[config.mk]
export PLATFORM = sky130hd
export DESIGN_NAME = cap_centroid
export DESIGN_NICKNAME = d
export VERILOG_FILES = /design/src/rtl/cap_centroid_pkg.sv /design/src/rtl/cap_centroid_serial_div.sv /design/src/rtl/cap_centroid.sv
export SDC_FILE = /design/constraint.sdc
export NUM_CORES = 1
export LEC_CHECK = 0
export ABC_AREA = 1
export CAP_MARGIN = 10
export CORE_AREA = 2 2 191 193
export DETAILED_ROUTE_END_ITERATION = 7
export DIE_AREA = 0 0 193 195
export DONT_BUFFER_PORTS = 1
export PLACE_DENSITY = 0.7
export SLEW_MARGIN = 20
export SYNTH_ARGS = -nofsm -noshare
export SYNTH_HDL_FRONTEND = slang
export SYNTH_SLANG_ARGS = --single-unit
[constraint.sdc]
create_clock -name CLK -period 4 [get_ports CLK]
set_clock_uncertainty 0.15 [all_clocks]
set_input_delay 0.4 -clock CLK [delete_from_list [all_inputs] [get_ports CLK]]
set_output_delay 0.4 -clock CLK [all_outputs]
set_load 0.005 [all_outputs]
[src/rtl/cap_centroid_pkg.sv]
// Shared definitions for the colour-box centroid tracker: RGB565 field
// positions, accumulator/divider widths and the result FSM states.
package cap_centroid_pkg;

   localparam int unsigned R_MSB = 15;
   localparam int unsigned R_LSB = 11;
   localparam int unsigned G_MSB = 10;
   localparam int unsigned G_LSB = 5;
   localparam int unsigned B_MSB = 4;
   localparam int unsigned B_LSB = 0;

   localparam int unsigned COORD_W   = 10;
   localparam int unsigned CNT_W     = 17;
   localparam int unsigned SUM_W     = 25;
   localparam int unsigned DIV_ITER  = 25;
   localparam int unsigned DIV_CNT_W = 5;

   typedef enum logic [1:0] {
      ST_IDLE,
      ST_DIV_X,
      ST_DIV_Y,
      ST_HOLD
   } state_t;

   // Per-channel unsigned inclusive box test at native 5/6/5 widths
   function automatic logic rgb_in_box(input logic [15:0] pix,
                                       input logic [15:0] lo,
                                       input logic [15:0] hi);
      return (pix[R_MSB:R_LSB] >= lo[R_MSB:R_LSB]) && (pix[R_MSB:R_LSB] <= hi[R_MSB:R_LSB]) &&
             (pix[G_MSB:G_LSB] >= lo[G_MSB:G_LSB]) && (pix[G_MSB:G_LSB] <= hi[G_MSB:G_LSB]) &&
             (pix[B_MSB:B_LSB] >= lo[B_MSB:B_LSB]) && (pix[B_MSB:B_LSB] <= hi[B_MSB:B_LSB]);
   endfunction

endpackage

[src/rtl/cap_centroid_serial_div.sv]
// Restoring serial divider, one quotient bit per cycle. The first iteration
// is taken on the start cycle directly from the operands, so done pulses
// exactly DIV_ITER cycles after start with the quotient already settled.
module serial_div
   import cap_centroid_pkg::*;
(
   input  logic               i_clk,
   input  logic               i_rst_n,
   input  logic               i_start,
   input  logic [SUM_W-1:0]   i_dividend,
   input  logic [CNT_W-1:0]   i_divisor,
   output logic               o_busy,
   output logic               o_done,
   output logic [COORD_W-1:0] o_quotient
);

   logic [SUM_W-1:0]     r_dvd;
   logic [CNT_W-1:0]     r_rem;
   logic [CNT_W-1:0]     r_dvs;
   logic [DIV_CNT_W-1:0] r_cnt;
   logic                 r_busy;
   logic                 r_done;

   logic [SUM_W-1:0]     w_dvd;
   logic [CNT_W-1:0]     w_rem;
   logic [CNT_W-1:0]     w_dvs;
   logic [CNT_W:0]       w_trial;
   logic [CNT_W:0]       w_diff;
   logic                 w_ge;
   logic [CNT_W-1:0]     w_rem_nxt;

   // One restoring step; remainder stays below the divisor so the sign of
   // the 18-bit trial difference decides the quotient bit.
   always_comb begin
      w_dvd     = i_start ? i_dividend : r_dvd;
      w_rem     = i_start ? '0 : r_rem;
      w_dvs     = i_start ? i_divisor : r_dvs;
      w_trial   = {w_rem, w_dvd[SUM_W-1]};
      w_diff    = w_trial - {1'b0, w_dvs};
      w_ge      = ~w_diff[CNT_W];
      w_rem_nxt = w_ge ? w_diff[CNT_W-1:0] : w_trial[CNT_W-1:0];
   end

   // Shift register holds the remaining dividend bits and collects quotient bits
   always_ff @(posedge i_clk or negedge i_rst_n) begin
      if (!i_rst_n) begin
         r_dvd  <= '0;
         r_rem  <= '0;
         r_dvs  <= '0;
         r_cnt  <= '0;
         r_busy <= 1'b0;
         r_done <= 1'b0;
      end else begin
         r_done <= 1'b0;
         if (i_start || r_busy) begin
            r_dvd <= {w_dvd[SUM_W-2:0], w_ge};
            r_rem <= w_rem_nxt;
         end
         if (i_start) begin
            r_dvs  <= i_divisor;
            r_cnt  <= DIV_CNT_W'(DIV_ITER - 1);
            r_busy <= 1'b1;
         end else if (r_busy) begin
            r_cnt <= r_cnt - DIV_CNT_W'(1);
            if (r_cnt == DIV_CNT_W'(1)) begin
               r_busy <= 1'b0;
               r_done <= 1'b1;
            end
         end
      end
   end

   assign o_busy     = r_busy;
   assign o_done     = r_done;
   assign o_quotient = r_dvd[COORD_W-1:0];

endmodule

[src/rtl/cap_centroid.sv]
// Colour-box centroid tracker on the capture stream: threshold, accumulate
// hit count and coordinate sums per frame, divide at frame end, and hold
// {found, cx, cy, count} on a valid/ready port.
module cap_centroid
   import cap_centroid_pkg::*;
#(
   parameter int unsigned H_RES     = 320,
   parameter int unsigned V_RES     = 240,
   parameter int unsigned MIN_COUNT = 64
) (
   input  logic        CLK,
   input  logic        RST_X,
   input  logic        cap_en,
   input  logic [9:0]  cap_addr_x,
   input  logic [9:0]  cap_addr_y,
   input  logic [15:0] cap_dout,
   input  logic [15:0] thr_lo,
   input  logic [15:0] thr_hi,
   output logic        res_valid,
   input  logic        res_ready,
   output logic [9:0]  res_cx,
   output logic [9:0]  res_cy,
   output logic [16:0] res_count,
   output logic        res_found,
   output logic        res_overrun
);

   localparam logic [COORD_W-1:0] X_LAST = COORD_W'(H_RES - 1);
   localparam logic [COORD_W-1:0] Y_LAST = COORD_W'(V_RES - 1);

   logic [15:0]        r_thr_lo;
   logic [15:0]        r_thr_hi;
   logic               r_s1_vld;
   logic               r_s1_hit;
   logic [COORD_W-1:0] r_s1_x;
   logic [COORD_W-1:0] r_s1_y;
   logic [CNT_W-1:0]   r_acc_cnt;
   logic [SUM_W-1:0]   r_acc_sx;
   logic [SUM_W-1:0]   r_acc_sy;
   logic [CNT_W-1:0]   r_snap_cnt;
   logic [SUM_W-1:0]   r_snap_sx;
   logic [SUM_W-1:0]   r_snap_sy;
   logic               r_fe;
   logic               r_sticky;
   state_t             r_state;
   state_t             w_state_nxt;

   logic               w_in_fe;
   logic               w_s1_first;
   logic               w_s1_fe;
   logic               w_accept;
   logic [CNT_W-1:0]   w_cnt_nxt;
   logic [SUM_W-1:0]   w_sx_nxt;
   logic [SUM_W-1:0]   w_sy_nxt;
   logic               w_div_start;
   logic [SUM_W-1:0]   w_div_dvd;
   logic               w_div_busy;
   logic               w_div_done;
   logic [COORD_W-1:0] w_div_quo;
   logic               w_load;

   assign w_in_fe    = cap_en && (cap_addr_x == X_LAST) && (cap_addr_y == Y_LAST);
   assign w_s1_first = r_s1_vld && (r_s1_x == '0) && (r_s1_y == '0);
   assign w_s1_fe    = r_s1_vld && (r_s1_x == X_LAST) && (r_s1_y == Y_LAST);
   // A frame end is taken only when nothing is in flight; otherwise dropped
   assign w_accept   = (r_state == ST_IDLE) && !r_fe && !w_div_busy;

   // Stage 1: register pixel position and hit; shadows follow at each frame end
   always_ff @(posedge CLK or negedge RST_X) begin
      if (!RST_X) begin
         r_thr_lo <= '0;
         r_thr_hi <= '1;
         r_s1_vld <= 1'b0;
         r_s1_hit <= 1'b0;
         r_s1_x   <= '0;
         r_s1_y   <= '0;
      end else begin
         r_s1_vld <= cap_en;
         if (cap_en) begin
            r_s1_x   <= cap_addr_x;
            r_s1_y   <= cap_addr_y;
            r_s1_hit <= rgb_in_box(cap_dout, r_thr_lo, r_thr_hi);
         end
         if (w_in_fe) begin
            r_thr_lo <= thr_lo;
            r_thr_hi <= thr_hi;
         end
      end
   end

   // Next accumulator values; a (0,0) pixel restarts the sums before adding itself
   always_comb begin
      w_cnt_nxt = w_s1_first ? '0 : r_acc_cnt;
      w_sx_nxt  = w_s1_first ? '0 : r_acc_sx;
      w_sy_nxt  = w_s1_first ? '0 : r_acc_sy;
      if (r_s1_vld && r_s1_hit) begin
         w_cnt_nxt = w_cnt_nxt + CNT_W'(1);
         w_sx_nxt  = w_sx_nxt + SUM_W'(r_s1_x);
         w_sy_nxt  = w_sy_nxt + SUM_W'(r_s1_y);
      end
   end

   // Stage 2: accumulate, snapshot on an accepted frame end, clear at every frame end
   always_ff @(posedge CLK or negedge RST_X) begin
      if (!RST_X) begin
         r_acc_cnt  <= '0;
         r_acc_sx   <= '0;
         r_acc_sy   <= '0;
         r_snap_cnt <= '0;
         r_snap_sx  <= '0;
         r_snap_sy  <= '0;
         r_fe       <= 1'b0;
      end else begin
         if (r_s1_vld) begin
            r_acc_cnt <= w_s1_fe ? '0 : w_cnt_nxt;
            r_acc_sx  <= w_s1_fe ? '0 : w_sx_nxt;
            r_acc_sy  <= w_s1_fe ? '0 : w_sy_nxt;
         end
         if (w_s1_fe && w_accept) begin
            r_snap_cnt <= w_cnt_nxt;
            r_snap_sx  <= w_sx_nxt;
            r_snap_sy  <= w_sy_nxt;
         end
         r_fe <= w_s1_fe && w_accept;
      end
   end

   // FSM state register
   always_ff @(posedge CLK or negedge RST_X) begin
      if (!RST_X) begin
         r_state <= ST_IDLE;
      end else begin
         r_state <= w_state_nxt;
      end
   end

   // FSM next state, divider sequencing (x then y) and result load strobe
   always_comb begin
      w_state_nxt = r_state;
      w_div_start = 1'b0;
      w_div_dvd   = r_snap_sx;
      w_load      = 1'b0;
      unique case (r_state)
         ST_IDLE: begin
            if (r_fe) begin
               if (r_snap_cnt != '0) begin
                  w_div_start = 1'b1;
                  w_state_nxt = ST_DIV_X;
               end else begin
                  w_load      = 1'b1;
                  w_state_nxt = ST_HOLD;
               end
            end
         end
         ST_DIV_X: begin
            if (w_div_done) begin
               w_div_start = 1'b1;
               w_div_dvd   = r_snap_sy;
               w_state_nxt = ST_DIV_Y;
            end
         end
         ST_DIV_Y: begin
            if (w_div_done) begin
               w_load      = 1'b1;
               w_state_nxt = ST_HOLD;
            end
         end
         ST_HOLD: begin
            if (res_valid && res_ready) begin
               w_state_nxt = ST_IDLE;
            end
         end
         default: w_state_nxt = ST_IDLE;
      endcase
   end

   serial_div u_div (
      .i_clk      (CLK),
      .i_rst_n    (RST_X),
      .i_start    (w_div_start),
      .i_dividend (w_div_dvd),
      .i_divisor  (r_snap_cnt),
      .o_busy     (w_div_busy),
      .o_done     (w_div_done),
      .o_quotient (w_div_quo)
   );

   // Output registers and the sticky dropped-frame flag
   always_ff @(posedge CLK or negedge RST_X) begin
      if (!RST_X) begin
         res_valid   <= 1'b0;
         res_cx      <= '0;
         res_cy      <= '0;
         res_count   <= '0;
         res_found   <= 1'b0;
         res_overrun <= 1'b0;
         r_sticky    <= 1'b0;
      end else begin
         if (w_s1_fe && !w_accept) begin
            r_sticky <= 1'b1;
         end else if (w_load) begin
            r_sticky <= 1'b0;
         end
         if ((r_state == ST_DIV_X) && w_div_done) begin
            res_cx <= w_div_quo;
         end else if (w_load && (r_state == ST_IDLE)) begin
            res_cx <= '0;
         end
         if (w_load) begin
            res_valid   <= 1'b1;
            res_count   <= r_snap_cnt;
            res_found   <= (r_snap_cnt >= CNT_W'(MIN_COUNT));
            res_overrun <= r_sticky;
            res_cy      <= (r_state == ST_IDLE) ? '0 : w_div_quo;
         end else if (res_valid && res_ready) begin
            res_valid <= 1'b0;
         end
      end
   end

endmodule
==> results.md <==
* Iteration count of the initial detailed-routing pass at 5
* Total GRT Usage at 0.205
* Multi-input gate area at 7370 um2
* Initial antenna violation count at 0
* Cell Area, Synth at 15,900 um2
* Final routed DRC violation total at 0
* Tot Pwr at 7290 uW
* Avg Cell Area, Syn at 8.36 um2
* Total Routed Length at 38,400 um
* Die Span Y at 195 um
* Detail Route Antenna Nets at 0
* Netlist cell types at 50
* Port bufs at 0
* Worst-path clk slew at 60 ps
* FF+latch count, synth at 298
* Register Area at 7480 um2
* Final Hold Vio Count at 298
* Minimum clock period at 3750 ps
* Routed len/inst at 15.8 um
* Initial DRC count at 778
* Clock sink total at 298
* Antenna cell count at 0
* Commonest non-fill, non-tap cell in the layout: nand2_1
* Leak at 0.00917 uW
* Syn Nets at 2,047
* Yosys top cell by area: dfrtp_1
* Top_reg_cell synth: dfrtp_1
* Initial Utilization at 0.448
* Share of cells above drive strength 1 at 0.111
* Number of global-route vias before repair at 12,600
* Clk_lat worst skew at 540 ps
* Row count at 69
* Clock Path Buffers at 3
* Final setup violation count at 0
* CTS Buf Count at 34
* CP required at 4230 ps
* RSZ-0062 raised after global routing: yes
* I/O pins at 112
* Synth area leaders: dfrtp_1 44%, nand2_1 11%, ha_1 5.9%
* H-tree levels at 2
* Flop-to-flop setup slack at 250 ps
* First-pass GRT wire length at 63,100 um
* Vias at 12,800
* Largest net degree at the start of global routing at 299
* Hpwl dp at 25,400 um
* Root buffer cell: clkbuf_16
* Worst Tran Pin Value at 896 ps
* Max Fanout on Critical Path at 7
* Status: complete, but fails checks
* Syn. warnings at 0
* Post-synth EDFFs at 0
* Area delta synth->final at 14.8%
* Die width at 193 um
* Fin crit share at 0.937
* Sequential area share after synthesis at 0.471
* Ys async rst share at 1.00
* Max-cap check violation count at 0
* Core area at 35,400 um2
* F_max at 267 MHz
* CP Capture Type: register
* Die ar. at 37,600 um2
* Most frequent cells in the layout: 452 x nand2_1, 282 x dfrtp_1, 218 x inv_1
* Failing checks: hold timing
* CP startpoint kind: register
* Critical path class: register to register
* Overflow after GRT at 0
* Setup TNS at 0 ps
* Min-delay worst type: primary input to async pin
* Slew Viols, Final at 0
* Nets@finish at 2,096
* Peak supply drop at 0.367 mV
* Fill cells at 3,219
* Synth top area share at 0.445
* GP Congestion at 0.952
* CTS tree: done
* Via-to-Cell Ratio at 5.28
* Power Density at 400 nW/um2
* # hold bufs at CTS at 55
* Cells after synthesis at 1,897
* Crit path DAT at 3980 ps
* WHS at -567 ps
* Max-Slew Margin vs Limit at 0.402
-- through the flow --
stage / worst slack (ps) / area (um2) / util / cells
final: 253 / 18200 / 0.515 / 2430
after global routing: -34.8 / 18200 / 0.515 / 2430
after CTS: 20.8 / 18100 / 0.510 / 2424
after detailed placement: 19.3 / 16400 / 0.462 / 2310
after global placement: 148 / 16400 / 0.462 / 2310
after floorplan: 281 / 15900 / - / 1897
-- where the power goes --
part	leakage [uW]	switching, uW	internal (uW)
Sequential	0.00403	57.1	3130
Combinational	0.00458	606	355
Clock	0.000557	1270	1880
Total	0.00917	1930	5360
-- cell type report --
cell class,instances,share of cell area
Sequential cell,298,0.410
Multi-Input combinational cell,1302,0.405
Clock buffer,43,0.0519
Timing Repair Buffer,90,0.0459
Inverter,219,0.0453
Tap cell,461,0.0317
Clock inverter,16,0.00982
Timing Repair inverter,1,0.000412
-- worst paths after layout --
check,to,from,cells past startpoint
hold / removal,res_cy[2],RST_X,0
min in group CLK,r_s1_hit,cap_dout[10],3
hold reg to reg,u_div.r_rem[13],u_div.r_rem[13],2
setup reg to reg,r_snap_sy[15],r_s1_y[5],20
max in group asynchronous,r_thr_lo[10],RST_X,0
setup / recovery,r_snap_sy[15],r_s1_y[5],20
-- state kept, by name (all words and copies together) (netlist names), 2 cells and up --
name	cells
r_s1_x	10
res_count	17
res_cx	10
r_acc_sy	25
u_div.r_cnt	5
res_cy	10
r_acc_sx	25
u_div.r_dvd	25
r_snap_cnt	17
r_s1_y	10
u_div.r_rem	17
r_acc_cnt	17
r_snap_sy	25
r_snap_sx	25
u_div.r_dvs	17
r_state	2
r_thr_hi	16
r_thr_lo	16
-- routing by layer --
metal / track usage / part of all wire / vias to the layer above
met4: 0.0553 / 0.021 / 0
li1: - / - / 6265
met2: 0.329 / 0.46 / 388
met5: 0 / 0 / -
met1: 0.283 / 0.45 / 6123
met3: 0.0399 / 0.065 / 65
-- what timing repair did --
| action | in CTS | in global routing |
|---|---|---|
| setup buffers | 0 | 4 |
| hold endpoints to repair | 353 | 298 |
| endpoints found under the setup margin | 0 | 70 |
| gates resized for setup | 0 | 31 |
-- cells by family after synthesis --
logic type,after synthesis,synth area share
flip-flops,298,0.471
multiplexers,46,0.0326
AO/OA/AOI/OAI,289,0.103
AND/OR/NAND/NOR,833,0.226
XOR/XNOR,55,0.0304
buffers and inverters,298,0.0737
adder cells (fa/ha/maj),78,0.0629
-- critical path, stage by stage, from the launching register on --
cell and delay [ps]:
dfrtp_1 430, nor3_2 480, nand4_4 230, nand2_1 130, inv_1 50, ha_1 340, nand3_1 80, nand2_1 90
nand2_1 80, nand2_1 70, a21oi_1 100, nor2_1 100, nor2_1 70, o21ai_0 220, nand2_1 100, nand2_1 100
nand3_1 190, nor2_1 250, nand2_1 80, nand2_1 120, o21ai_0 100
-- synthesized netlist by cell type, drive strengths merged, types with 6 or more instances --
cell type,count
nand2,468
dfrtp,282
inv,219
nor2,183
o21ai,143
nand3,109
a21oi,82
ha,75
clkbuf,63
mux2,46
xor2,36
nand4,26
o311ai,20
xnor2,19
buf,16
dfstp,16
nor3,16
nor4,10
o22ai,10
or2,10
o21bai,8
and2,6
o21a,6
Power figures use the tool's default switching activity.
